`src/rtl/round_robin_selector.sv`:
```
// rtl/round_robin_selector.sv - round-robin arbiter driving the select lines of a 4:1 mux
//
// Purpose
//   Picks one of four requesters in round-robin order and drives the 4:1
//   multiplexer address lines directly from flops. A grant is held until the
//   grantee signals done, drops its request, or (optionally) exceeds its
//   hold budget.
//
// Ports
//   clk          in   1  clock, rising edge
//   rst_n        in   1  synchronous active-low reset
//   req          in   4  per-source request, bit i selects mux input in_i
//   done         in   1  current grantee releases at the end of this cycle
//   address0     out  1  mux select LSB
//   address1     out  1  mux select MSB
//   grant        out  4  one-hot grant, 0 when grant_valid=0
//   grant_valid  out  1  mux output owned by a source
//   timeout      out  1  one-cycle pulse on forced release
//
// Parameters
//   HOLD_MAX     maximum consecutive grant cycles before forced release (1..255)
//
// Build option
//   SELECTOR_TIMEOUT_EN  when defined, enables forced release after HOLD_MAX
//                        cycles; when undefined, timeout stays 0.

module round_robin_selector #(
    parameter int HOLD_MAX = 16
) (
    input  logic       clk,
    input  logic       rst_n,
    input  logic [3:0] req,
    input  logic       done,
    output logic       address0,
    output logic       address1,
    output logic [3:0] grant,
    output logic       grant_valid,
    output logic       timeout
);

`ifdef SELECTOR_TIMEOUT_EN
    localparam bit TIMEOUT_EN = 1'b1;
`else
    localparam bit TIMEOUT_EN = 1'b0;
`endif

    localparam logic [7:0] HOLD_LIMIT = 8'(HOLD_MAX - 1);

    typedef enum logic {
        IDLE  = 1'b0,
        GRANT = 1'b1
    } state_t;

    state_t     state;
    logic [1:0] ptr;
    logic [7:0] hold_cnt;

    logic [1:0] addr;
    logic       forced;
    logic       release_evt;
    logic [3:0] cand;
    logic       found;
    logic [1:0] winner;

    always_comb begin
        addr   = {address1, address0};
        forced = TIMEOUT_EN && (state == GRANT) && (hold_cnt == HOLD_LIMIT);
        release_evt = done || !req[addr] || forced;

        // The current grantee is excluded from the search when it gave up the
        // bus voluntarily or was forced off; ptr already ranks it last.
        if (state == GRANT && (done || forced))
            cand = req & ~grant;
        else
            cand = req;

        // Descending scan so the final hit is the lowest offset from ptr.
        found  = 1'b0;
        winner = ptr;
        for (int i = 3; i >= 0; i--) begin
            if (cand[ptr + 2'(i)]) begin
                found  = 1'b1;
                winner = ptr + 2'(i);
            end
        end

        // Sole remaining requester after a done release is re-granted.
        if (state == GRANT && !found && done && req[addr]) begin
            found  = 1'b1;
            winner = addr;
        end
    end

    always_ff @(posedge clk) begin
        if (!rst_n) begin
            state       <= IDLE;
            address0    <= 1'b0;
            address1    <= 1'b0;
            grant       <= 4'b0000;
            grant_valid <= 1'b0;
            timeout     <= 1'b0;
            ptr         <= 2'd0;
            hold_cnt    <= 8'd0;
        end else begin
            timeout <= 1'b0;
            if (state == IDLE || release_evt) begin
                if (state == GRANT)
                    timeout <= forced;
                if (found) begin
                    state       <= GRANT;
                    address0    <= winner[0];
                    address1    <= winner[1];
                    grant       <= 4'b0001 << winner;
                    grant_valid <= 1'b1;
                    ptr         <= winner + 2'd1;
                    hold_cnt    <= 8'd0;
                end else begin
                    state       <= IDLE;
                    grant       <= 4'b0000;
                    grant_valid <= 1'b0;
                end
            end else if (hold_cnt != 8'hFF) begin
                hold_cnt <= hold_cnt + 8'd1;
            end
        end
    end

endmodule

```
`config.mk`:
```
export PLATFORM = sky130hd
export DESIGN_NAME = round_robin_selector
export DESIGN_NICKNAME = d
export VERILOG_FILES = /design/src/rtl/round_robin_selector.sv
export SDC_FILE = /design/constraint.sdc
export NUM_CORES = 1
export LEC_CHECK = 0
export BUFFER_PORTS_ARGS = -buffer_cell sky130_fd_sc_hd__clkbuf_2
export CORE_MARGIN = 10
export CORE_UTILIZATION = 51
export DETAILED_ROUTE_END_ITERATION = 10
export PLACE_DENSITY = 0.81
export SYNTH_ARGS = -nofsm -noshare
export SYNTH_HDL_FRONTEND = slang
export SYNTH_SLANG_ARGS = --single-unit
```
`constraint.sdc`:
```
create_clock -name clk -period 2.5 [get_ports clk]
set_input_delay 0.375 -clock clk [delete_from_list [all_inputs] [get_ports clk]]
set_output_delay 0.375 -clock clk [all_outputs]
set_load 0.005 [all_outputs]
```
# --- Yosys cells after proc, flatten, opt, wreduce, memory -nomap -nowiden ---
# Cells that the tools add are included.
totals:
  register_bits: 9
  latchBits: 0
  ram_bits: 0
  romBits: 0
  out_inout_bits: 8
  n_memories: 0
op_classes:
  addsub: 4
  n_mul: 0
  n_div: 0
  order_cmp: 5
  n_eq_ne: 0
  shift: 1
  n_mux: 23
  bitwise_logic: 3
  reduce_logical: 9
op_table:
  columns: ["cell", "count"]
  rows:
  - ["2-bit by 3-bit < comparator with 1-bit output, second input constant", 5]
  - ["1-bit two-way mux", 11]
  - ["1-bit binary-select mux with 2-bit select", 5]
  - ["2-bit two-way mux", 5]
  - ["4-bit two-way mux", 2]
  - ["2-bit by 1-bit adder with 2-bit output, second input constant", 2]
  - ["2-bit adder, second input constant", 2]
  - ["4-bit AND", 1]
  - ["1-bit logical AND", 4]
  - ["4-bit inverter", 1]
  - ["1-bit by 2-bit << shifter with 4-bit output, first input constant", 1]
  - ["1-bit zero test", 2]
  - ["1-bit logical OR", 2]
  - ["2-bit AND reduction", 1]
  - ["1-bit inverter", 1]

# --- Depth between registers and ports, before layout ---
depth:
  ltp_word: 16
  mapped_depth: 7
  ltp_nobuf: 6

# --- Least setup slack after synthesis ---
# No wires, ideal clock.
synth_timing:
  path_type: "input to register"
  from: "input done"
  to: "register ptr[1]"
  t_arrival_ps: 1826
  required_time_ps: 2384
  path_slack_ps: 558
  path_stages: 7
  path_cell_list: "buf_4 and2_1 o221a_2 and3_1 o31a_1 nand2b_4 o211a_1"
synth_via:
  elab_chain_cells: 14
synth_rtl:
  columns: ["element", "line_no", "source"]
  rows:
  - ["start, declared", "33", "input logic done,"]
  - ["1-bit logical AND", "72", "if (state == GRANT && (done || forced))"]
  - ["4-bit two-way mux", "72", null]
  - ["1-bit binary-select mux with 2-bit select", "81", "if (cand[ptr + 2'(i)]) begin"]
  - ["1-bit two-way mux (not written as such)", "81", null]
  - ["1-bit two-way mux (4 in a row)", "81", null]
  - ["1-bit zero test", "88", "if (state == GRANT && !found && done && req[addr]) begin"]
  - ["1-bit logical AND (3 in a row)", "88", null]
  - ["2-bit two-way mux / 1-bit two-way mux (equally long branches)", "88", null]
  - ["2-bit by 1-bit adder with 2-bit output / 2-bit AND reduction (equally long branches)", null, null]
  - ["end signal, assigned", "115", "ptr <= winner + 2'd1;"]
  - ["end, declared", "55", "logic [1:0] ptr;"]
# Several ways; a longest one is shown, not always the timed one. The select of a mux whose other input is x is not followed.
# A chain may end at the register's enable or synchronous reset.

# --- Final worst setup path ---
layout_timing:
  from: "register address1"
  to: "register ptr[1]"
layout_via:
  elab_chain_cells: 6
layout_rtl:
  columns: ["element", "line_no", "source"]
  rows:
  - ["start, declared", "35", "output logic address1,"]
  - ["start signal, assigned", "112", "address1 <= winner[1];"]
  - ["branches (longest 6 deep; another with 2-bit by 1-bit adder with 2-bit output)", null, null]
# Several ways; the timed one is not identified. The select of a mux whose other input is x is not followed.

==> flow_summary.yaml <==
global_route:
  grt-ovfl-total: 0
  grt_first_pass_wirelength_mm: 3.26
  grt_antenna_before_repair: 0
  grtUsageTotal_pct: 12.1
  grt_pass1_vias: 745
  grt_max_degree: 12
timing:
  max_freq_mhz: 492
  rsz0062_at_grt: "false"
  fin_crit_sh_pct: 81.4
  fin_tns_setup_ns: 0
  drv_slew: 0
  setup_viol: 0
  timing.hold.ws_ns: 0.436
  skew_ns: 0.000985
  hold_violations: 0
  timing.final.crit_period_ns: 2.03
die:
  die_w_um: 57
  die_y_um: 57
  core-area_um2: 1300
  die_area_um2: 3250
  initial_core_util_pct: 53.7
  rows: 13
  io_pins: 15
clocking:
  cts.clk_slew.worst_paths_ns: 0.06
  cts_sinks: 9
  cts_resized: 0
  cts_buffer_depth: 2
  cts_max_level: 1
  cts_tree: "built"
  cts_hold_buf: 0
  root_buffer: "clkbuf_4"
  worstSkewPairLatency_ns: 0.26
  numCtsBuffers: 3
  cts_setup_buffers: 0
setup_path:
  slowest_delay_ns: 0.59
  cp_slowest_cell: "mux4_2"
  critPathTopFamily: "multiplexers"
  crit_fanout: 5
  critPathKind: "reg2reg"
  worstPathCellList: "mux4_2, and3_1, o31a_1, nand2b_4, o211a_1"
  cp.arrival_ns: 2.19
  critPathRequiredTime_ns: 2.65
  endpoint_kind: "register"
  critPathBufInv: 0
  startpoint_type: "register"
layout:
  fill_cells: 130
  drive_gt1_share_pct: 25.8
  nets: 105
  syn_to_final_growth_pct: 12.0
  antenna_cells: 0
logic_synthesis:
  synth_compound_area_share_pct: 34.1
  synthMuxAreaShare_pct: 3.23
  synthSimpleGateAreaFrac_pct: 29.9
  netlist.area_leader.share_pct: 25.8
  ys_types: 38
  synth_commonest_cells: "dfxtp_1, nand3_1, a21oi_1, inv_1, nand2_1"
  synth.area.top_cells: "dfxtp_1, nand3_1, a221oi_4"
  synth_xor_xnor_area_share_pct: 0
  synth_edf_count: 0
  yosysTopAreaCell: "dfxtp_1"
  synth.most_common_cell: "dfxtp_1"
  yosys.area_share.adder_pct: 0
  async_reset_ff_share_pct: 0
  synth_flop_cell: "dfxtp_1"
  synth_top_family_by_area: "compound AO/OA/AOI/OAI gates"
  ys_ff_latch: 9
  avgSynthCellArea_um2: 8.41
  ys_warn_count: 0
  seq_area_frac_synth_pct: 25.8
  syn_area_um2: 698
  synth_cells: 83
  synth.net_count: 90
power:
  vdd_drop_max_uv: 344
  power_density_nw_per_um2: 613
  p_leak_nw: 0.333
drt:
  vias_per_cell: 6.68
  drt-initial-drc-count: 38
  wl_mm: 1.90
  dr.pass1.iters: 5
  wire_per_inst_um: 16.9
  drtAntennaViolNets: 0
  drc: 0
  via_count: 748
flow_run:
  drv_cap: 0
place:
  gp_congestion: 0.900
  detailed_place_hpwl_mm: 1.50
  port_buffers: 13
min_path:
  min_path_type: "in2reg"
outcome:
  status: "finished, final reports clean"
[power by group]
part           switching [mW]  internal, mW
sequential             0.0330         0.166
clock                  0.0487        0.0614
combinational          0.0949        0.0753
total                   0.177         0.303
[path summary, 6_finish.rpt]
path                         startpoint               endpoint  slack, ns  depth (start not counted)
setup / recovery  address1$_SDFFE_PN0P_    ptr[1]$_SDFFE_PN0P_       0.47                          5
hold / removal                    rst_n  address0$_SDFFE_PN0P_       0.44                          3
setup reg to reg  address1$_SDFFE_PN0P_    ptr[1]$_SDFFE_PN0P_       0.47                          5
hold reg to reg   grant[3]$_SDFFE_PN0N_  grant[3]$_SDFFE_PN0N_       0.52                          2
[layout make-up]
cell class / instances / area, µm² / area share, %
repair buffers: 13 / 65.1 / 8.32
multi-input cells: 66 / 473 / 60.5
clock buffers: 4 / 26.3 / 3.36
flip-flops and latches: 9 / 180 / 23.0
well taps: 15 / 18.8 / 2.40
inverters: 5 / 18.8 / 2.40
[per-stage QoR]
step / instance area, µm² / instances / setup WS [ns] / util [%] / total power [mW]
3_5_place_dp: 756 / 108 / 0.410 / 58.1 / 0.370
3_3_place_gp: 756 / 108 / 0.430 / 58.1 / 0.366
5_1_grt: 782 / 112 / 0.317 / 60.1 / 0.517
2_1_floorplan: 698 / 83 / 0.558 / - / 0.319
4_1_cts: 782 / 112 / 0.469 / 60.1 / 0.483
6_report: 782 / 112 / 0.466 / 60.1 / 0.480
[layout by cell type (no fill, tap or decap), types with 4 or more instances in the layout]
master / synthesis / layout
clkbuf_2: 0 / 13
nand4_1: 4 / 4
a21oi_1: 5 / 5
dfxtp_1: 9 / 9
nand3_1: 7 / 7
inv_1: 5 / 5
nand2_1: 5 / 5
[logic make-up (layout without fill, tap and decap cells)]
kind of cell / after synthesis / count (layout)
compound gates: 27 / 27
buf+inv: 8 / 22
flops: 9 / 9
mux: 1 / 1
other cells: 1 / 1
simple gates: 37 / 37
[worst min-delay path, stage by stage]
cell,delay (ns)
clkbuf_2,0.14
o21ai_0,0.09
a21oi_1,0.04
[sequential cells by signal, indices dropped and copies added (netlist names)]
name	count
address0	1
ptr	2
address1	1
grant	4
state	1
[metal layers]
metal | GRT usage, % | part of all wire (%) | vias up
met5 | 0 | 0 | -
met4 | 11.7 | 5.6 | 0
met3 | 4.87 | 9.8 | 13
met2 | 17.2 | 44 | 49
met1 | 13.3 | 40 | 335
li1 | - | - | 351
(Power assumes the default switching activity.)
